## src/rtl/zynq_axi_port_arbiter.sv

```systemverilog
// Two-requester AXI3 port arbiter: independent AR/AW arbiters, ID-routed R/B, order-FIFO-routed W.
// Define ZYNQ_AXI_ARB_ROUND_ROBIN_EN for round-robin tie-breaking (default: fixed priority to requester 0).
module zynq_axi_port_arbiter #(
    parameter int addr_width_p = 32,
    parameter int data_width_p = 32,
    parameter int len_width_p  = 4,
    parameter int id_width_p   = 5,
    parameter int wfifo_els_p  = 4
) (
    input  logic                      aclk,
    input  logic                      aresetn,

    input  logic [addr_width_p-1:0]   s0_axi_araddr,
    input  logic [len_width_p-1:0]    s0_axi_arlen,
    input  logic [id_width_p-1:0]     s0_axi_arid,
    input  logic                      s0_axi_arvalid,
    output logic                      s0_axi_arready,
    output logic [data_width_p-1:0]   s0_axi_rdata,
    output logic [id_width_p-1:0]     s0_axi_rid,
    output logic                      s0_axi_rlast,
    output logic [1:0]                s0_axi_rresp,
    output logic                      s0_axi_rvalid,
    input  logic                      s0_axi_rready,
    input  logic [addr_width_p-1:0]   s0_axi_awaddr,
    input  logic [len_width_p-1:0]    s0_axi_awlen,
    input  logic [id_width_p-1:0]     s0_axi_awid,
    input  logic                      s0_axi_awvalid,
    output logic                      s0_axi_awready,
    input  logic [data_width_p-1:0]   s0_axi_wdata,
    input  logic [data_width_p/8-1:0] s0_axi_wstrb,
    input  logic [id_width_p-1:0]     s0_axi_wid,
    input  logic                      s0_axi_wlast,
    input  logic                      s0_axi_wvalid,
    output logic                      s0_axi_wready,
    output logic [id_width_p-1:0]     s0_axi_bid,
    output logic [1:0]                s0_axi_bresp,
    output logic                      s0_axi_bvalid,
    input  logic                      s0_axi_bready,

    input  logic [addr_width_p-1:0]   s1_axi_araddr,
    input  logic [len_width_p-1:0]    s1_axi_arlen,
    input  logic [id_width_p-1:0]     s1_axi_arid,
    input  logic                      s1_axi_arvalid,
    output logic                      s1_axi_arready,
    output logic [data_width_p-1:0]   s1_axi_rdata,
    output logic [id_width_p-1:0]     s1_axi_rid,
    output logic                      s1_axi_rlast,
    output logic [1:0]                s1_axi_rresp,
    output logic                      s1_axi_rvalid,
    input  logic                      s1_axi_rready,
    input  logic [addr_width_p-1:0]   s1_axi_awaddr,
    input  logic [len_width_p-1:0]    s1_axi_awlen,
    input  logic [id_width_p-1:0]     s1_axi_awid,
    input  logic                      s1_axi_awvalid,
    output logic                      s1_axi_awready,
    input  logic [data_width_p-1:0]   s1_axi_wdata,
    input  logic [data_width_p/8-1:0] s1_axi_wstrb,
    input  logic [id_width_p-1:0]     s1_axi_wid,
    input  logic                      s1_axi_wlast,
    input  logic                      s1_axi_wvalid,
    output logic                      s1_axi_wready,
    output logic [id_width_p-1:0]     s1_axi_bid,
    output logic [1:0]                s1_axi_bresp,
    output logic                      s1_axi_bvalid,
    input  logic                      s1_axi_bready,

    output logic [addr_width_p-1:0]   m00_axi_araddr,
    output logic [len_width_p-1:0]    m00_axi_arlen,
    output logic [id_width_p:0]       m00_axi_arid,
    output logic [2:0]                m00_axi_arsize,
    output logic [1:0]                m00_axi_arburst,
    output logic [3:0]                m00_axi_arcache,
    output logic [2:0]                m00_axi_arprot,
    output logic [3:0]                m00_axi_arqos,
    output logic [1:0]                m00_axi_arlock,
    output logic                      m00_axi_arvalid,
    input  logic                      m00_axi_arready,
    input  logic [data_width_p-1:0]   m00_axi_rdata,
    input  logic [id_width_p:0]       m00_axi_rid,
    input  logic                      m00_axi_rlast,
    input  logic [1:0]                m00_axi_rresp,
    input  logic                      m00_axi_rvalid,
    output logic                      m00_axi_rready,
    output logic [addr_width_p-1:0]   m00_axi_awaddr,
    output logic [len_width_p-1:0]    m00_axi_awlen,
    output logic [id_width_p:0]       m00_axi_awid,
    output logic [2:0]                m00_axi_awsize,
    output logic [1:0]                m00_axi_awburst,
    output logic [3:0]                m00_axi_awcache,
    output logic [2:0]                m00_axi_awprot,
    output logic [3:0]                m00_axi_awqos,
    output logic [1:0]                m00_axi_awlock,
    output logic                      m00_axi_awvalid,
    input  logic                      m00_axi_awready,
    output logic [data_width_p-1:0]   m00_axi_wdata,
    output logic [data_width_p/8-1:0] m00_axi_wstrb,
    output logic [id_width_p:0]       m00_axi_wid,
    output logic                      m00_axi_wlast,
    output logic                      m00_axi_wvalid,
    input  logic                      m00_axi_wready,
    input  logic [id_width_p:0]       m00_axi_bid,
    input  logic [1:0]                m00_axi_bresp,
    input  logic                      m00_axi_bvalid,
    output logic                      m00_axi_bready
);

    localparam int ptr_w = (wfifo_els_p > 1) ? $clog2(wfifo_els_p) : 1;
    localparam int cnt_w = $clog2(wfifo_els_p + 1);
    localparam logic [2:0] size_c = 3'($clog2(data_width_p / 8));

    typedef enum logic {ARB_IDLE, ARB_HOLD} arb_state_e;

    arb_state_e ar_state_q, ar_state_d, aw_state_q, aw_state_d;
    logic ar_held_q, ar_held_d, aw_held_q, aw_held_d;
    logic ar_gnt, ar_vld, ar_hs, aw_gnt, aw_vld, aw_hs;
    logic ar_last, aw_last;
    logic aw_req0, aw_req1;

    logic [wfifo_els_p-1:0] ord_q;
    logic [ptr_w-1:0]       wr_ptr_q, rd_ptr_q;
    logic [cnt_w-1:0]       cnt_q;
    logic                   fifo_full, fifo_empty, w_head, w_vld, w_pop;
    logic                   r_sel, b_sel;

    function automatic logic pick(input logic v0, input logic v1, input logic last);
        return (v0 && v1) ? ~last : ~v0;
    endfunction

    function automatic logic [ptr_w-1:0] ptr_inc(input logic [ptr_w-1:0] p);
        return (p == ptr_w'(wfifo_els_p - 1)) ? '0 : p + 1'b1;
    endfunction

`ifdef ZYNQ_AXI_ARB_ROUND_ROBIN_EN
    logic ar_last_q, aw_last_q;

    always_ff @(posedge aclk or negedge aresetn) begin
        if (!aresetn) begin
            ar_last_q <= 1'b1;
            aw_last_q <= 1'b1;
        end else begin
            if (ar_hs) ar_last_q <= ar_gnt;
            if (aw_hs) aw_last_q <= aw_gnt;
        end
    end

    assign ar_last = ar_last_q;
    assign aw_last = aw_last_q;
`else
    // A permanent "last = 1" makes the round-robin pick degenerate to fixed priority for requester 0.
    assign ar_last = 1'b1;
    assign aw_last = 1'b1;
`endif

    always_ff @(posedge aclk or negedge aresetn) begin
        if (!aresetn) begin
            ar_state_q <= ARB_IDLE;
            aw_state_q <= ARB_IDLE;
            ar_held_q  <= 1'b0;
            aw_held_q  <= 1'b0;
        end else begin
            ar_state_q <= ar_state_d;
            aw_state_q <= aw_state_d;
            ar_held_q  <= ar_held_d;
            aw_held_q  <= aw_held_d;
        end
    end

    assign fifo_full  = (cnt_q == cnt_w'(wfifo_els_p));
    assign fifo_empty = (cnt_q == '0);
    assign aw_req0    = s0_axi_awvalid && !fifo_full;
    assign aw_req1    = s1_axi_awvalid && !fifo_full;

    always_comb begin
        ar_state_d = ar_state_q;
        ar_held_d  = ar_held_q;
        ar_gnt     = (ar_state_q == ARB_HOLD) ? ar_held_q : pick(s0_axi_arvalid, s1_axi_arvalid, ar_last);
        ar_vld     = aresetn && (ar_gnt ? s1_axi_arvalid : s0_axi_arvalid);
        ar_hs      = ar_vld && m00_axi_arready;
        case (ar_state_q)
            ARB_IDLE: if (ar_vld && !m00_axi_arready) begin
                ar_state_d = ARB_HOLD;
                ar_held_d  = ar_gnt;
            end
            ARB_HOLD: if (ar_hs || !ar_vld) ar_state_d = ARB_IDLE;
            default:  ar_state_d = ARB_IDLE;
        endcase
    end

    always_comb begin
        aw_state_d = aw_state_q;
        aw_held_d  = aw_held_q;
        aw_gnt     = (aw_state_q == ARB_HOLD) ? aw_held_q : pick(aw_req0, aw_req1, aw_last);
        aw_vld     = aresetn && (aw_gnt ? aw_req1 : aw_req0);
        aw_hs      = aw_vld && m00_axi_awready;
        case (aw_state_q)
            ARB_IDLE: if (aw_vld && !m00_axi_awready) begin
                aw_state_d = ARB_HOLD;
                aw_held_d  = aw_gnt;
            end
            ARB_HOLD: if (aw_hs || !aw_vld) aw_state_d = ARB_IDLE;
            default:  aw_state_d = ARB_IDLE;
        endcase
    end

    assign m00_axi_arvalid = ar_vld;
    assign m00_axi_araddr  = ar_gnt ? s1_axi_araddr : s0_axi_araddr;
    assign m00_axi_arlen   = ar_gnt ? s1_axi_arlen  : s0_axi_arlen;
    assign m00_axi_arid    = {ar_gnt, ar_gnt ? s1_axi_arid : s0_axi_arid};
    assign s0_axi_arready  = ar_hs && !ar_gnt;
    assign s1_axi_arready  = ar_hs && ar_gnt;
    assign m00_axi_arsize  = size_c;
    assign m00_axi_arburst = 2'b01;
    assign m00_axi_arcache = 4'b0011;
    assign m00_axi_arprot  = '0;
    assign m00_axi_arqos   = '0;
    assign m00_axi_arlock  = '0;

    assign m00_axi_awvalid = aw_vld;
    assign m00_axi_awaddr  = aw_gnt ? s1_axi_awaddr : s0_axi_awaddr;
    assign m00_axi_awlen   = aw_gnt ? s1_axi_awlen  : s0_axi_awlen;
    assign m00_axi_awid    = {aw_gnt, aw_gnt ? s1_axi_awid : s0_axi_awid};
    assign s0_axi_awready  = aw_hs && !aw_gnt;
    assign s1_axi_awready  = aw_hs && aw_gnt;
    assign m00_axi_awsize  = size_c;
    assign m00_axi_awburst = 2'b01;
    assign m00_axi_awcache = 4'b0011;
    assign m00_axi_awprot  = '0;
    assign m00_axi_awqos   = '0;
    assign m00_axi_awlock  = '0;

    // Order FIFO: one bit per accepted AW burst naming the requester whose W beats come next.
    always_ff @(posedge aclk) begin
        if (aw_hs) ord_q[wr_ptr_q] <= aw_gnt;
    end

    always_ff @(posedge aclk or negedge aresetn) begin
        if (!aresetn) begin
            wr_ptr_q <= '0;
            rd_ptr_q <= '0;
            cnt_q    <= '0;
        end else begin
            if (aw_hs) wr_ptr_q <= ptr_inc(wr_ptr_q);
            if (w_pop) rd_ptr_q <= ptr_inc(rd_ptr_q);
            case ({aw_hs, w_pop})
                2'b10:   cnt_q <= cnt_q + 1'b1;
                2'b01:   cnt_q <= cnt_q - 1'b1;
                default: cnt_q <= cnt_q;
            endcase
        end
    end

    assign w_head         = ord_q[rd_ptr_q];
    assign w_vld          = aresetn && !fifo_empty && (w_head ? s1_axi_wvalid : s0_axi_wvalid);
    assign w_pop          = w_vld && m00_axi_wready && m00_axi_wlast;
    assign m00_axi_wvalid = w_vld;
    assign m00_axi_wdata  = w_head ? s1_axi_wdata : s0_axi_wdata;
    assign m00_axi_wstrb  = w_head ? s1_axi_wstrb : s0_axi_wstrb;
    assign m00_axi_wlast  = w_head ? s1_axi_wlast : s0_axi_wlast;
    assign m00_axi_wid    = {w_head, w_head ? s1_axi_wid : s0_axi_wid};
    assign s0_axi_wready  = aresetn && !fifo_empty && !w_head && m00_axi_wready;
    assign s1_axi_wready  = aresetn && !fifo_empty && w_head && m00_axi_wready;

    assign r_sel          = m00_axi_rid[id_width_p];
    assign s0_axi_rvalid  = aresetn && m00_axi_rvalid && !r_sel;
    assign s1_axi_rvalid  = aresetn && m00_axi_rvalid && r_sel;
    assign m00_axi_rready = aresetn && (r_sel ? s1_axi_rready : s0_axi_rready);
    assign s0_axi_rdata   = m00_axi_rdata;
    assign s1_axi_rdata   = m00_axi_rdata;
    assign s0_axi_rid     = m00_axi_rid[id_width_p-1:0];
    assign s1_axi_rid     = m00_axi_rid[id_width_p-1:0];
    assign s0_axi_rlast   = m00_axi_rlast;
    assign s1_axi_rlast   = m00_axi_rlast;
    assign s0_axi_rresp   = m00_axi_rresp;
    assign s1_axi_rresp   = m00_axi_rresp;

    assign b_sel          = m00_axi_bid[id_width_p];
    assign s0_axi_bvalid  = aresetn && m00_axi_bvalid && !b_sel;
    assign s1_axi_bvalid  = aresetn && m00_axi_bvalid && b_sel;
    assign m00_axi_bready = aresetn && (b_sel ? s1_axi_bready : s0_axi_bready);
    assign s0_axi_bid     = m00_axi_bid[id_width_p-1:0];
    assign s1_axi_bid     = m00_axi_bid[id_width_p-1:0];
    assign s0_axi_bresp   = m00_axi_bresp;
    assign s1_axi_bresp   = m00_axi_bresp;

endmodule

```

## config.mk

```make
export PLATFORM = sky130hd
export DESIGN_NAME = zynq_axi_port_arbiter
export DESIGN_NICKNAME = d
export VERILOG_FILES = /design/src/rtl/zynq_axi_port_arbiter.sv
export SDC_FILE = /design/constraint.sdc
export NUM_CORES = 1
export LEC_CHECK = 0
export BUFFER_PORTS_ARGS = -buffer_cell sky130_fd_sc_hd__buf_2
export CORE_AREA = 5 5 224 226
export DETAILED_ROUTE_END_ITERATION = 16
export DIE_AREA = 0 0 229 231
export SLEW_MARGIN = 20
export SYNTH_ARGS = -nofsm -noshare
export SYNTH_HDL_FRONTEND = slang
export SYNTH_SLANG_ARGS = --single-unit
```

## constraint.sdc

```tcl
create_clock -name aclk -period 2.3 [get_ports aclk]
set_input_delay 0.46 -clock aclk [delete_from_list [all_inputs] [get_ports aclk]]
set_output_delay 0.46 -clock aclk [all_outputs]
set_load 0.1 [all_outputs]
```

After elaboration in Yosys (flattened, before gate mapping)
Index checks and enable logic that the tools add are counted.
Storage, ports and cells
  output and inout bits: 272
  word-level logic and storage cells: 105
  bits in registers: 15
Operators by class
  bitwise gates (word level): 4
  eq/ne operators: 5
  multiplexer cells: 33
  $lt $le $gt $ge: 3
  add/subtract/negate cells: 4
  reductions and logical operators: 48
Operators with widths (count)
  2-to-1 mux 32 bit: 3
  logical AND 1 bit: 31
  2-to-1 mux 1 bit: 16
  2-to-1 mux 5 bit: 3
  2-to-1 mux 4 bit: 3
  zero test 1 bit: 11
  equality test 2 bit, second input constant: 3
  less-than comparator 2 x 3 -> 1 bit, second input constant: 2
  one-hot mux 3 bit (2 select lines): 1
  adder 2 x 1 -> 2 bit, second input constant: 2
  bitwise mux 4 bit: 1
  2-to-1 mux 2 bit: 2
  NOT 1 bit: 4
  one-hot mux 1 bit (2 select lines): 2
  AND reduction 2 bit: 2
  adder 3 x 1 -> 3 bit, second input constant: 1
  equality test 3 bit, second input constant: 1
  zero test 3 bit: 1
  subtractor 3 x 1 -> 3 bit, second input constant: 1
  binary-select mux 1 bit (select 2 bit): 1
  demux 1 bit (select 2 bit): 1
  equality test 2 x 1 -> 1 bit, second input constant: 1
  greater-or-equal comparator 2 x 1 -> 1 bit, second input constant: 1
  logical OR 1 bit: 2
  nonzero test 2 bit: 1

Longest topological paths before layout
Gate-level depths: netlist (run 1).
  depth in word-level cells: 12
  mapped depth: 13

Worst setup path after synthesis (run 1)
Ideal clock, no wire load.
  kind: input to output
  start: input port s0_axi_arvalid
  end: output port s0_axi_arready
  arrival time: 3.575 ns
  buffers on the path: 0
  stages on the path: 4
  slack: -1.735 ns
  path through: o21ai_0 -> a21oi_1 -> nand2_1 -> nor2_1
On the way
  longest elaborated chain between the ends: 7
  elaborated cells between the ends (all ways): 9
Ends and longest elaborated chain
  start: declaration: line 16  | input logic s0_axi_arvalid,
  logical AND 1 bit or NOT 1 bit (tied branches): line 126  | return (v0 && v1) ? ~last : ~v0;
  2-to-1 mux 1 bit: line 126
  2-to-1 mux 1 bit: line 176  | ar_gnt = (ar_state_q == ARB_HOLD) ? ar_held_q : pick(s0_axi_arvalid, s1_axi_arvalid, ar_last);
  2-to-1 mux 1 bit *: line 177  | ar_vld = aresetn && (ar_gnt ? s1_axi_arvalid : s0_axi_arvalid);
  logical AND 1 bit *: line 177
  net m00_axi_arvalid: line 76  | output logic m00_axi_arvalid,
  logical AND 1 bit *: line 178  | ar_hs = ar_vld && m00_axi_arready;
  logical AND 1 bit *: line 209  | assign s0_axi_arready = ar_hs && !ar_gnt;
  end: declaration: line 17  | output logic s0_axi_arready,
Mark *: on every way through the listed nets, which the timed path passes. The rest lies on a longest branch.

Worst setup path after layout (run 1)
  start: register cnt_q[0]
  end: output port m00_axi_awaddr[21]
On the way
  longest elaborated chain between the ends: 7
  elaborated cells between the ends (all ways): 9
Ends and longest elaborated chain
  start: declaration: line 121  | logic [cnt_w-1:0] cnt_q;
  start signal: assignment: line 245  | 2'b10: cnt_q <= cnt_q + 1'b1;
  start signal: assignment: line 246  | 2'b01: cnt_q <= cnt_q - 1'b1;
  start signal: assignment: line 247  | default: cnt_q <= cnt_q;
  equality test 3 bit *: line 168  | assign fifo_full = (cnt_q == cnt_w'(wfifo_els_p));
  zero test 1 bit *: line 170, 171
  logical AND 1 bit (on tied branches): line 170, 171
  logical AND 1 bit or NOT 1 bit (tied branches): line 126
  2-to-1 mux 1 bit *: line 126
  2-to-1 mux 1 bit *: line 192  | aw_gnt = (aw_state_q == ARB_HOLD) ? aw_held_q : pick(aw_req0, aw_req1, aw_last);
  2-to-1 mux 32 bit *: line 219  | assign m00_axi_awaddr = aw_gnt ? s1_axi_awaddr : s0_axi_awaddr;
  end: declaration: line 84  | output logic [addr_width_p-1:0] m00_axi_awaddr,
Every way passes the cells marked *; elsewhere a longest branch is shown, timed or not.

==> impl_summary.log, run 1 <==
INFO  metric ctsLongestPathBuffers = 2
INFO  metric crit_arrival = 2.08 ns
INFO  metric status = complete, but fails checks
INFO  metric rsz0062_at_grt = true
INFO  metric cts_root_buf = sky130_fd_sc_hd__clkbuf_16
INFO  metric syn_inst = 461
INFO  metric critical_path.top_delay_family = simple AND/OR/NAND/NOR gates
INFO  metric floorplan.initialDensity = 0.0764
INFO  metric area_of_the_core = just under 50000 µm²
INFO  metric timing.final.max_slew_violations = 0
INFO  metric syn_avg_cell_area = 7.98 µm²
INFO  metric timing.critical_path.to_type = output port
INFO  metric post_synth_instance_area = 3680 µm²
INFO  metric cpMaxStageDelayCell = sky130_fd_sc_hd__or3b_4
INFO  metric internal_power = 4.34 mW
INFO  metric post_synth_fa_ha_maj_area_fraction = 0.0259
INFO  metric part_of_the_power_in_combinational_logic = 0.928
INFO  metric min_path_type = primary input to asynchronous set/reset pin
INFO  metric crit_type = flop to output port
INFO  metric vias = about 4200
INFO  metric final_nets = 1122
INFO  metric fraction_of_final_layout_cells_with_drive_strength_greater_than_1 = 0.779
INFO  metric fp.dieArea = 52900 µm²
INFO  metric synthesis.yosys.warnings = 0
INFO  metric irDropWorstVdd = 416 µV
INFO  metric placedInstanceArea = 7410 µm²
INFO  metric data_required_time_at_the_worst_endpoint = 1.84 ns
INFO  metric dp.final_hpwl = ~16 mm
INFO  metric post_route_standard_cell_area_excluding_fillers = just over 8000 µm²
INFO  metric drt_pass1_iterations = 4
INFO  metric cts.reportedPaths.clkPinSlew = 0.06 ns
INFO  metric synthDistinctLibCells = 36
INFO  metric clockPowerShare = 0.033
INFO  metric path_max_fanout = 9
INFO  metric routed_wl = 19.8 mm
INFO  metric critical_path.startpoint_type = flop
INFO  metric number_of_cells_on_the_worst_reg_to_reg_path = 12
INFO  metric crit-reg2reg-capture = cnt_q[2]
INFO  metric p_switching = 6.88 mW
INFO  metric place.gp.congestion = 0.761
INFO  metric regToRegStartpoint = rd_ptr_q[1]
INFO  metric fin_skew = 0.00682 ns
INFO  metric crit_path_cell_trace = or3b_4, a31o_4, buf_12, mux2_4, buf_12
INFO  metric maximum_number_of_pins_on_one_net_before_global_route_repair = 35
INFO  metric wire_per_inst = 13.9 µm
INFO  metric route.detailed.drc = 0
INFO  metric yosys.area.top_type_share = 0.272
INFO  metric h_tree_levels = 1
INFO  metric whs = 0.257 ns
INFO  metric grt_pass1_wl = 25.2 mm
INFO  metric max-slew-margin-rel = 0.647
INFO  metric final.min_clock_period = 2.54 ns
INFO  metric number_of_cts_inserted_buffers = 3
INFO  metric areaGrowthSynthToFinish = 126%
INFO  metric drt_first_iter_violations = slightly above 90
INFO  metric synth_top_cells_by_area = sky130_fd_sc_hd__buf_4 27%, sky130_fd_sc_hd__mux2_4 16%, sky130_fd_sc_hd__mux2_2 15%, sky130_fd_sc_hd__nand2_1 14%, sky130_fd_sc_hd__dfrtp_1 7.5%
INFO  metric post_synth_xor_area_fraction = 0.00715
INFO  metric synthSimpleGateAreaFrac = 0.185
INFO  metric filler_cell_count = between 5000 and 6000
INFO  metric timing_worst_slew_pin_value = 0.525 ns
INFO  metric powerDensity = roughly 1300 nW/µm²
INFO  metric fin_setup_tns = -9.41 ns
INFO  metric grtUsageTotal = 0.0619
INFO  metric tritoncts = yes
INFO  metric timing.critical_path.slowest_cell_delay = between 0.4 and 0.5 ns
INFO  metric worst-r2r-setup-slack = -0.02 ns
INFO  metric finalCritPeriodShare = 1.11
INFO  metric die_y = between 200 and 250 µm
INFO  metric synth_mux_area_frac = 0.325
INFO  metric p_leak = 4.10 nW
INFO  metric cp_common_cell = sky130_fd_sc_hd__buf_12
INFO  metric drtAntennaViolNets = 0
INFO  metric grt-ovfl-total = 0
INFO  metric ys_seq_area_frac = 0.108
INFO  metric floorplan.die.width = 229 µm
INFO  metric route.detailed.vias_per_inst = a little under 3
INFO  metric worst_skew_pair.late_latency = 0.26 ns
INFO  metric timing.critical_path.buf_inv = 2
INFO  metric total_power = between 10 and 15 mW
INFO  metric boundaryPins = 586
INFO  metric fp-row-count = between 80 and 90
INFO  metric layout_setup_ws = -0.242 ns
INFO  metric violations = setup timing
INFO  metric timing.fmax = 393 MHz
INFO  metric clkSinkCount = 15
INFO  metric placement.io_buffers = 408
INFO  metric final-hold-violation-count = 0
INFO  metric timing.final.setup_violations = 62
INFO  metric synth.ff_latch_count = 15
INFO  metric holdBufCountCts = 0
INFO  metric antenna_found_initial = 4
INFO  metric synth_top_family_by_area = multiplexers
INFO  metric seqPwrFrac = 0.039
INFO  metric synth_largest_area_cell = sky130_fd_sc_hd__buf_4
INFO  metric cap_viol_max_count = 0
INFO  metric via_count_of_the_first_global_routing_pass = 4291
INFO  metric swShare = 0.613
INFO  metric synthesized_area_fraction_occupied_by_ao_oa_aoi_and_oai_cells = 0.0228
[worst max path at each step]
stage,start,end,slack (ns),depth (start not counted)
floorplan,s0_axi_arvalid,s0_axi_arready,-0.10,4
global placement,rd_ptr_q[1],cnt_q[2],-0.15,12
detailed placement,rd_ptr_q[1],cnt_q[2],-0.1,12
CTS,cnt_q[0],m00_axi_awaddr[7],-0.27,5
global route,cnt_q[0],m00_axi_awaddr[12],-0.30,5
finish,cnt_q[0],m00_axi_awaddr[21],-0.24,5
[routing by layer]
metal	global-route usage	up-vias	wire [µm]
met5	0	-	0
met3	0.0311	23	2430
li1	-	2005	-
met1	0.0741	1822	7520
met4	0.0124	0	424
met2	0.101	325	9470
[metrics by stage]
step	instances	worst slack (ns)	util
3_5_place_dp	1397	-0.0968	0.154
2_1_floorplan	495	-0.101	-
3_3_place_gp	1397	-0.146	0.154
5_1_grt	1422	-0.302	0.173
6_report	1424	-0.242	0.173
4_1_cts	1406	-0.269	0.159
[worst register-to-register path, stage by stage (launching register included)]
cell	delay, ns
sky130_fd_sc_hd__dfrtp_1	0.41
sky130_fd_sc_hd__mux2i_1	0.13
sky130_fd_sc_hd__mux2_4	0.31
sky130_fd_sc_hd__clkinv_4	0.08
sky130_fd_sc_hd__mux2i_1	0.17
sky130_fd_sc_hd__nand2b_1	0.11
sky130_fd_sc_hd__inv_2	0.10
sky130_fd_sc_hd__ha_4	0.14
sky130_fd_sc_hd__inv_2	0.03
sky130_fd_sc_hd__fa_2	0.33
sky130_fd_sc_hd__xor2_1	0.15
sky130_fd_sc_hd__nor2_1	0.13
sky130_fd_sc_hd__xor2_1	0.16
[layout make-up]
type	instances	area [µm²]	share of cell area
clock inverter	1	5.00	0.000602
timing repair buffer	453	4450	0.535
antenna	2	5.00	0.000602
inverter	10	42.5	0.00512
clock buffer	3	75.1	0.00903
sequential	15	397	0.0477
tap	622	778	0.0936
multi-input combinational	318	2570	0.309
[state kept, by name, summed over array words and instances (netlist names)]
name	cells
ar_held_q	1
rd_ptr_q	2
wr_ptr_q	2
aw_held_q	1
ord_q	4
ar_state_q	1
aw_state_q	1
cnt_q	3
[power groups by stage]
stage / Sequential (mW) / Clock, mW / Combinational [mW]
after floorplan: 0.440 / 0 / 7.22
after global placement: 0.439 / 0 / 9.50
after detailed placement: 0.439 / 0 / 9.52
after CTS: 0.434 / 0.392 / 9.86
after global routing: 0.452 / 0.404 / 10.7
final: 0.434 / 0.370 / 10.4
[Yosys cell counts]
master / instances
sky130_fd_sc_hd__a21oi_1: 3
sky130_fd_sc_hd__a31o_1: 1
sky130_fd_sc_hd__a41oi_1: 2
sky130_fd_sc_hd__and2_1: 4
sky130_fd_sc_hd__and3_1: 5
sky130_fd_sc_hd__and3_2: 1
sky130_fd_sc_hd__buf_12: 4
sky130_fd_sc_hd__buf_2: 9
sky130_fd_sc_hd__buf_4: 133
sky130_fd_sc_hd__buf_6: 1
sky130_fd_sc_hd__clkbuf_1: 5
sky130_fd_sc_hd__conb_1: 2
sky130_fd_sc_hd__dfrtp_1: 11
sky130_fd_sc_hd__edfxtp_1: 4
sky130_fd_sc_hd__fa_1: 1
sky130_fd_sc_hd__ha_1: 6
sky130_fd_sc_hd__inv_1: 9
sky130_fd_sc_hd__inv_2: 1
sky130_fd_sc_hd__mux2_2: 48
sky130_fd_sc_hd__mux2_4: 39
sky130_fd_sc_hd__mux2i_1: 7
sky130_fd_sc_hd__nand2_1: 136
sky130_fd_sc_hd__nand2b_1: 2
sky130_fd_sc_hd__nor2_1: 11
sky130_fd_sc_hd__nor2b_1: 3
sky130_fd_sc_hd__nor3_1: 1
sky130_fd_sc_hd__nor3b_2: 1
sky130_fd_sc_hd__nor4_1: 1
sky130_fd_sc_hd__o21ai_0: 1
sky130_fd_sc_hd__o21ai_1: 1
sky130_fd_sc_hd__o311ai_0: 1
sky130_fd_sc_hd__o31ai_1: 2
sky130_fd_sc_hd__o41ai_1: 1
sky130_fd_sc_hd__or3b_4: 1
sky130_fd_sc_hd__xnor2_1: 1
sky130_fd_sc_hd__xor2_1: 2
[cells by family (layout without fill, tap and decap cells)]
logic type,after synthesis,in the layout
AO/OA/AOI/OAI,12,12
adder cells (fa/ha/maj),7,7
flip-flops,15,15
AND/OR/NAND/NOR,166,166
other,2,38
multiplexers,94,94
XOR/XNOR,3,3
buffers and inverters,162,467
[placed cells by master (no fill, tap or decap), types with 2 or more instances in the layout]
| cell | instances |
|---|---|
| sky130_fd_sc_hd__inv_2 | 3 |
| sky130_fd_sc_hd__and3_4 | 4 |
| sky130_fd_sc_hd__buf_6 | 28 |
| sky130_fd_sc_hd__nor2_4 | 3 |
| sky130_fd_sc_hd__edfxtp_1 | 4 |
| sky130_fd_sc_hd__and3_1 | 2 |
| sky130_fd_sc_hd__nand2_1 | 83 |
| sky130_fd_sc_hd__ha_1 | 5 |
| sky130_fd_sc_hd__mux2_4 | 48 |
| sky130_fd_sc_hd__dfrtp_1 | 10 |
| sky130_fd_sc_hd__a21oi_4 | 2 |
| sky130_fd_sc_hd__clkbuf_16 | 9 |
| sky130_fd_sc_hd__buf_4 | 25 |
| sky130_fd_sc_hd__nor2_2 | 2 |
| sky130_fd_sc_hd__nand2b_1 | 2 |
| sky130_fd_sc_hd__inv_1 | 6 |
| sky130_fd_sc_hd__nor2b_2 | 2 |
| sky130_fd_sc_hd__mux2_2 | 39 |
| sky130_fd_sc_hd__nand2_2 | 44 |
| sky130_fd_sc_hd__diode_2 | 2 |
| sky130_fd_sc_hd__nand2_4 | 8 |
| sky130_fd_sc_hd__buf_2 | 272 |
| sky130_fd_sc_hd__a41oi_1 | 2 |
| sky130_fd_sc_hd__xor2_1 | 2 |
| sky130_fd_sc_hd__buf_8 | 4 |
| sky130_fd_sc_hd__conb_1 | 36 |
| sky130_fd_sc_hd__buf_16 | 3 |
| sky130_fd_sc_hd__o31ai_1 | 2 |
| sky130_fd_sc_hd__buf_12 | 114 |
| sky130_fd_sc_hd__mux2i_1 | 7 |
| sky130_fd_sc_hd__and2_1 | 4 |
| sky130_fd_sc_hd__nor2_1 | 6 |
[what timing repair did]
action | CTS | global route
buffers inserted | 2 | 11
pin swaps | 4 | 16
gates cloned | 3 | 8
setup endpoints to repair | 129 | 115
gates resized for setup | 15 | 163
Note: power is estimated with default switching activity, not from simulation.
==> run 2: changes to the inputs <==
==> constraint.sdc (replaced) <==
create_clock -name aclk -period 2.3 [get_ports aclk]
set_input_delay 0.345 -clock aclk [delete_from_list [all_inputs] [get_ports aclk]]
set_output_delay 0.345 -clock aclk [all_outputs]
set_load 0.1 [all_outputs]
==> impl_summary.log, run 2 (same netlist as run 1, synthesis figures left out) <==
INFO  metric powerDensity = 1380 nW/µm² (+2.2%)
INFO  metric filler_cell_count = 5419 (+1.5%)
INFO  metric final.min_clock_period = 2.41 ns (-0.135 ns)
INFO  metric place.gp.congestion = 0.772 (+1.5%)
INFO  metric timing.final.setup_violations = 42 (-32%)
INFO  metric timing.critical_path.to_type = output port
INFO  metric max-slew-margin-rel = 0.541 (-0.105)
INFO  metric dp.final_hpwl = 16.7 mm (+4.4%)
INFO  metric crit_path_cell_trace = or3b_4, a31o_4, clkbuf_16, mux2_4, buf_12
INFO  metric worst-r2r-setup-slack = -0.07 ns (-0.05 ns)
INFO  metric data_required_time_at_the_worst_endpoint = 1.96 ns (+0.12 ns)
INFO  metric holdBufCountCts = 0 (unchanged)
INFO  metric area_of_the_core = 48100 µm² (unchanged)
INFO  metric fin_setup_tns = -3.00 ns (+6.41 ns)
INFO  metric layout_setup_ws = -0.107 ns (+0.135 ns)
INFO  metric critical_path.startpoint_type = flop
INFO  metric violations = setup timing
INFO  metric min_path_type = primary input to asynchronous set/reset pin
INFO  metric wire_per_inst = 13.0 µm (-6.5%)
INFO  metric most-common-layout-cells = 312 x sky130_fd_sc_hd__buf_2, 136 x sky130_fd_sc_hd__nand2_1, 99 x sky130_fd_sc_hd__buf_12
INFO  metric ctsLongestPathBuffers = 2 (unchanged)
INFO  metric worst_skew_pair.late_latency = 0.24 ns (-0.02 ns)
INFO  metric finalCritPeriodShare = 1.05 (-0.0585)
INFO  metric via_count_of_the_first_global_routing_pass = 4268 (-0.54%)
INFO  metric timing.fmax = 415 MHz (+5.6%)
INFO  metric timing.critical_path.buf_inv = 2 (unchanged)
INFO  metric number_of_cells_on_the_worst_reg_to_reg_path = 12 (unchanged)
INFO  metric cts_root_buf = sky130_fd_sc_hd__clkbuf_16
INFO  metric vias = 4089 (-2.1%)
INFO  metric grt_pass1_wl = 25.3 mm (+0.52%)
INFO  metric top_register = ord_q
INFO  metric status = complete, but fails checks
INFO  metric drt_first_iter_violations = 127 (+37%)
INFO  metric placement.io_buffers = 408 (unchanged)
INFO  metric floorplan.die.width = 229 µm (unchanged)
INFO  metric cap_viol_max_count = 0 (unchanged)
INFO  metric maximum_number_of_pins_on_one_net_before_global_route_repair = 46 (+31%)
INFO  metric most_frequent_standard_cell_in_the_layout_excluding_fill_and_tap_cells = sky130_fd_sc_hd__buf_2
INFO  metric p_leak = 3.75 nW (-8.6%)
INFO  metric route.detailed.drc = 0 (unchanged)
INFO  metric grt-ovfl-total = 0 (unchanged)
INFO  metric timing.final.max_slew_violations = 0 (unchanged)
INFO  metric final_nets = 1101 (-1.9%)
INFO  metric clkSinkCount = 15 (unchanged)
INFO  metric global_route.peak_usage_layer = met2
INFO  metric tritoncts = yes
INFO  metric grtUsageTotal = 0.0621 (+0.000287)
INFO  metric irDropWorstVdd = 554 µV (+33%)
INFO  metric reg_top3 = ord_q (4), cnt_q (3)
INFO  metric fin_skew = 0.00202 ns (-0.00480 ns)
INFO  metric crit_arrival = 2.06 ns (-0.02 ns)
INFO  metric areaGrowthSynthToFinish = 100%
INFO  metric largest_reg_flops = 4 (unchanged)
INFO  metric fp-row-count = 81 (unchanged)
INFO  metric swShare = 0.635 (+0.0219)
INFO  metric timing.critical_path.slowest_cell_delay = 0.42 ns (about the same)
INFO  metric place_ws = -0.0776 ns (+0.0192 ns)
INFO  metric cts.reportedPaths.clkPinSlew = 0.05 ns (about the same)
INFO  metric whs = 0.0862 ns (-0.171 ns)
INFO  metric regToRegStartpoint = rd_ptr_q[1]
INFO  metric use_met1 = 0.0626 (-0.0114)
INFO  metric drt_pass1_iterations = 4 (unchanged)
INFO  metric h_tree_levels = 1 (unchanged)
INFO  metric path_max_fanout = 8 (-1)
INFO  metric seqPwrFrac = 0.043 (+0.004)
INFO  metric antenna_found_initial = 6 (+2)
INFO  metric fp.dieArea = 52900 µm² (unchanged)
INFO  metric p_switching = 6.44 mW (-6.3%)
INFO  metric critical_path.top_delay_family = simple AND/OR/NAND/NOR gates
INFO  metric final-hold-violation-count = 0 (unchanged)
INFO  metric cpMaxStageDelayCell = sky130_fd_sc_hd__or3b_4
INFO  metric rsz0062_at_grt = true
INFO  metric timing_worst_slew_pin_value = 0.682 ns (+0.157 ns)
INFO  metric clockPowerShare = 0.033 (about the same)
INFO  metric fraction_of_final_layout_cells_with_drive_strength_greater_than_1 = 0.698 (-0.0804)
INFO  metric internal_power = 3.70 mW (-15%)
INFO  metric boundaryPins = 586 (unchanged)
INFO  metric crit_type = flop to output port
INFO  metric die_y = 231 µm (unchanged)
INFO  metric grt_use_met3 = 0.0396 (+0.00849)
INFO  metric number_of_cts_inserted_buffers = 3 (unchanged)
INFO  metric part_of_the_power_in_combinational_logic = 0.923 (-0.005)
INFO  metric routed_wl = 18.3 mm (-7.9%)
INFO  metric floorplan.initialDensity = 0.0764 (unchanged)
INFO  metric route.detailed.vias_per_inst = 2.91 (-0.66%)
INFO  metric crit-reg2reg-capture = cnt_q[2]
INFO  metric drtAntennaViolNets = 0 (unchanged)
INFO  metric globalRouteMet2Util = 0.105 (+0.00465)
[run 2: cell types whose count changed in the layout (fill, tap and decap cells not counted), sizes merged]
cell,delta
diode,+1
clkbuf,-6
buf,-15
[run 2: power by group through the flow]
stage	logic [mW]	registers, mW	clock network [mW]
floorplan	7.06	0.438	0
global placement	9.34	0.440	0
detailed placement	9.36	0.443	0
CTS	9.40	0.441	0.353
global route	9.70	0.456	0.366
finish	9.37	0.439	0.339
[run 2: metal layers]
layer | wire (µm) | vias up
met4 | 430 | 0
li1 | - | 1969
met1 | 6110 | 1746
met2 | 8920 | 355
met5 | 0 | -
met3 | 2830 | 19
[run 2: final cells by class]
type / count / area, µm² / share of cell area
Multi-Input combinational cell: 318 / 2300 / 0.312
Tap cell: 622 / 778 / 0.106
Antenna cell: 3 / 7.51 / 0.00102
Clock inverter: 1 / 5.00 / 0.000680
Sequential cell: 15 / 395 / 0.0537
Timing Repair Buffer: 432 / 3760 / 0.510
Inverter: 10 / 45.0 / 0.00612
Clock buffer: 3 / 75.1 / 0.0102
[run 2: metrics by stage]
| stage | cell area (µm²) | util | instances | total power, mW |
|---|---|---|---|---|
| 2_1_floorplan | 3860 | - | 495 | 7.50 |
| 3_3_place_gp | 7170 | 0.149 | 1393 | 9.78 |
| 3_5_place_dp | 7170 | 0.149 | 1393 | 9.80 |
| 4_1_cts | 7280 | 0.151 | 1399 | 10.2 |
| 5_1_grt | 7360 | 0.153 | 1403 | 10.5 |
| 6_report | 7360 | 0.153 | 1404 | 10.1 |
[run 2: worst max-delay path by stage]
stage,startpoint,end,slack [ns],cells past startpoint
after floorplan,ar_held_q,s0_axi_arready,-0.15,4
final,cnt_q[1],m00_axi_awaddr[11],-0.11,5
after detailed placement,rd_ptr_q[1],cnt_q[2],-0.08,12
after global placement,rd_ptr_q[1],cnt_q[2],-0.11,12
after global routing,rd_ptr_q[1],cnt_q[2],-0.18,12
after CTS,cnt_q[1],m00_axi_awaddr[17],-0.11,5
[run 2: worst reg2reg max path: stages (launching register included)]
cell	delay, ns
sky130_fd_sc_hd__dfrtp_1	0.41
sky130_fd_sc_hd__mux2i_1	0.14
sky130_fd_sc_hd__mux2_4	0.31
sky130_fd_sc_hd__clkinv_4	0.07
sky130_fd_sc_hd__mux2i_2	0.20
sky130_fd_sc_hd__nand2b_1	0.11
sky130_fd_sc_hd__inv_1	0.07
sky130_fd_sc_hd__ha_2	0.19
sky130_fd_sc_hd__inv_2	0.04
sky130_fd_sc_hd__fa_2	0.33
sky130_fd_sc_hd__xor2_1	0.15
sky130_fd_sc_hd__nor2_1	0.12
sky130_fd_sc_hd__xor2_1	0.16
[run 2: what timing repair did]
item	in CTS	in global routing
setup buffers	2	1
resized for setup	5	13
setup endpoints to repair	85	58
pin swaps	3	2
cloned	0	1
==> run 3: changes to the inputs <==
CORE_AREA = 5 5 225 227   (was 5 5 224 226)
DIE_AREA = 0 0 230 232   (was 0 0 229 231)
clock period = 2.5 ns   (was 2.3 ns; I/O delays follow)
==> impl_summary.log, run 3 (same netlist as run 1, synthesis figures left out) <==
INFO  metric dp.final_hpwl = 16.6 mm (-0.48%)
INFO  metric timing_worst_slew_pin_value = 0.651 ns (-0.0316 ns)
INFO  metric powerDensity = 1290 nW/µm² (-6.1%)
INFO  metric crit_type = flop to output port
INFO  metric number_of_cts_inserted_buffers = 3 (unchanged)
INFO  metric areaGrowthSynthToFinish = 95.0%
INFO  metric place.gp.congestion = 0.822 (+6.5%)
INFO  metric via_count_of_the_first_global_routing_pass = 4289 (+0.49%)
INFO  metric tritoncts = yes
INFO  metric top_register = ord_q
INFO  metric maximum_number_of_pins_on_one_net_before_global_route_repair = 46 (unchanged)
INFO  metric routed_wl = 18.7 mm (+2.5%)
INFO  metric regToRegStartpoint = rd_ptr_q[1]
INFO  metric timing.critical_path.to_type = output port
INFO  metric swShare = 0.646 (+0.0110)
INFO  metric post-route-util = 0.148 (-0.00488)
INFO  metric h_tree_levels = 1 (unchanged)
INFO  metric p_switching = 6.00 mW (-6.9%)
INFO  metric floorplan.die.width = 230 µm (+0.44%)
INFO  metric clkSinkCount = 15 (unchanged)
INFO  metric timing.final.max_slew_violations = 0 (unchanged)
INFO  metric crit_arrival = 2.06 ns (about the same)
INFO  metric worst_skew_pair.late_latency = 0.25 ns (about the same)
INFO  metric ctsLongestPathBuffers = 2 (unchanged)
INFO  metric placement.io_buffers = 408 (unchanged)
INFO  metric p_leak = 3.68 nW (-1.9%)
INFO  metric internal_power = 3.28 mW (-11%)
INFO  metric path_max_fanout = 21 (+13)
INFO  metric place_ws = 0.0783 ns (+0.156 ns)
INFO  metric cap_viol_max_count = 0 (unchanged)
INFO  metric floorplan.initialDensity = 0.0759 (-0.000479)
INFO  metric fin_skew = 0.00648 ns (+0.00446 ns)
INFO  metric die_y = 232 µm (+0.43%)
INFO  metric reg_top3 = ord_q (4), cnt_q (3)
INFO  metric fp.dieArea = 53400 µm² (+0.87%)
INFO  metric antenna_found_initial = 5 (-1)
INFO  metric timing.fmax = between 400 and 500 MHz
INFO  metric layout_setup_ws = 0.0622 ns (+0.169 ns)
INFO  metric final_nets = 1093 (-0.73%)
INFO  metric critical_path.startpoint_type = flop
INFO  metric cts_root_buf = sky130_fd_sc_hd__clkbuf_16
INFO  metric clockPowerShare = 0.036 (+0.003)
INFO  metric drt_first_iter_violations = 135 (+6.3%)
INFO  metric route.detailed.vias_per_inst = 2.93 (+0.75%)
INFO  metric crit-reg2reg-capture = cnt_q[2]
INFO  metric part_of_the_power_in_combinational_logic = 0.921 (-0.002)
INFO  metric cts.reportedPaths.clkPinSlew = 0.06 ns (about the same)
INFO  metric status = finished clean
INFO  metric boundaryPins = 586 (unchanged)
INFO  metric final.min_clock_period = between 2 and 2.5 ns
INFO  metric grt_pass1_wl = 25.1 mm (-0.60%)
INFO  metric area_of_the_core = 48400 µm² (+0.63%)
INFO  metric grtUsageTotal = 0.0622 (about the same)
INFO  metric largest_reg_flops = 4 (unchanged)
INFO  metric irDropWorstVdd = 676 µV (+22%)
INFO  metric wire_per_inst = 13.4 µm (+3.1%)
INFO  metric number_of_cells_on_the_worst_reg_to_reg_path = 12 (unchanged)
INFO  metric final-hold-violation-count = 0 (unchanged)
INFO  metric filler_cell_count = 5513 (+1.7%)
INFO  metric final_cells = 1396 (-0.57%)
INFO  metric data_required_time_at_the_worst_endpoint = 2.12 ns (+0.16 ns)
INFO  metric grt-ovfl-total = 0 (unchanged)
INFO  metric min_path_type = primary input to asynchronous set/reset pin
INFO  metric vias = 4096 (+0.17%)
INFO  metric route.detailed.drc = 0 (unchanged)
INFO  metric most_frequent_standard_cell_in_the_layout_excluding_fill_and_tap_cells = sky130_fd_sc_hd__buf_2
INFO  metric most-common-layout-cells = 316 x sky130_fd_sc_hd__buf_2, 136 x sky130_fd_sc_hd__nand2_1, 92 x sky130_fd_sc_hd__buf_12
INFO  metric fp-row-count = 81 (unchanged)
INFO  metric worst-r2r-setup-slack = 0.11 ns (+0.18 ns)
INFO  metric fraction_of_final_layout_cells_with_drive_strength_greater_than_1 = 0.686 (-0.0122)
INFO  metric finalCritPeriodShare = 0.975
INFO  metric max-slew-margin-rel = 0.563 (+0.0212)
INFO  metric seqPwrFrac = 0.043 (about the same)
INFO  metric total_power = 9.28 mW (-8.5%)
INFO  metric drtAntennaViolNets = 0 (unchanged)
INFO  metric place_inst = 1385 (-0.57%)
INFO  metric timing.final.setup_violations = 0 (-100%)
INFO  metric drt_pass1_iterations = 4 (unchanged)
[run 3: what timing repair did]
| item | 4_1_cts | 5_1_grt |
|---|---|---|
| resized for setup | 4 | 6 |
| endpoints found under the setup margin | 24 | 29 |
| buffers inserted | 0 | 2 |
| hold buffers | 1 | 0 |
| gates cloned | 0 | 1 |
| pin swaps | 1 | 3 |
| endpoints found under the hold margin | 3 | 0 |
[run 3: stage by stage]
stage,TNS [ns],cell area [µm²],hold slack (ns)
2_1_floorplan,0,3830,0.0794
3_3_place_gp,0,6990,0.243
3_5_place_dp,0,6990,0.242
4_1_cts,0,7100,0.232
5_1_grt,-0.00302,7170,0.252
6_report,0,7170,0.215
[run 3: worst max-delay path by stage]
stage                     depth (start not counted)                 end            from
after floorplan                                   4      s0_axi_arready  s0_axi_arvalid
after global routing                             12            cnt_q[2]     rd_ptr_q[1]
after CTS                                         5  m00_axi_awaddr[28]        cnt_q[0]
after global placement                           10            cnt_q[2]        cnt_q[1]
final                                             5  m00_axi_awaddr[23]        cnt_q[1]
after detailed placement                         12            cnt_q[2]     rd_ptr_q[1]
[run 3: metal layers]
| layer | GRT usage | vias up | part of all wire |
|---|---|---|---|
| met5 | 0 | - | 0.00069 |
| met2 | 0.108 | 318 | 0.50 |
| met3 | 0.0247 | 40 | 0.11 |
| met1 | 0.0681 | 1787 | 0.36 |
| li1 | - | 1949 | - |
| met4 | 0.0237 | 2 | 0.034 |
[run 3: critical path: stages, from the launching register on]
cell	delay (ns)
sky130_fd_sc_hd__dfrtp_1	0.38
sky130_fd_sc_hd__or3b_4	0.43
sky130_fd_sc_hd__a31o_4	0.29
sky130_fd_sc_hd__clkbuf_16	0.21
sky130_fd_sc_hd__mux2_4	0.33
sky130_fd_sc_hd__buf_12	0.17
[run 3: layout make-up]
type                    count  area, µm²  share of cell area
inverters                  10       37.5             0.00524
repair buffers            424       3590               0.501
clock buffers               3       75.1              0.0105
well taps                 622        778               0.109
diodes                      3       7.51             0.00105
flip-flops and latches     15        395              0.0551
multi-input cells         318       2280               0.317
clock inverters             1       5.00            0.000698
[run 3: power by group through the flow]
stage	registers [mW]	clock network [mW]	logic [mW]
2_1_floorplan	0.403	0	6.46
3_3_place_gp	0.403	0	8.51
3_5_place_dp	0.405	0	8.52
4_1_cts	0.401	0.349	8.56
5_1_grt	0.414	0.361	8.84
6_report	0.400	0.331	8.55
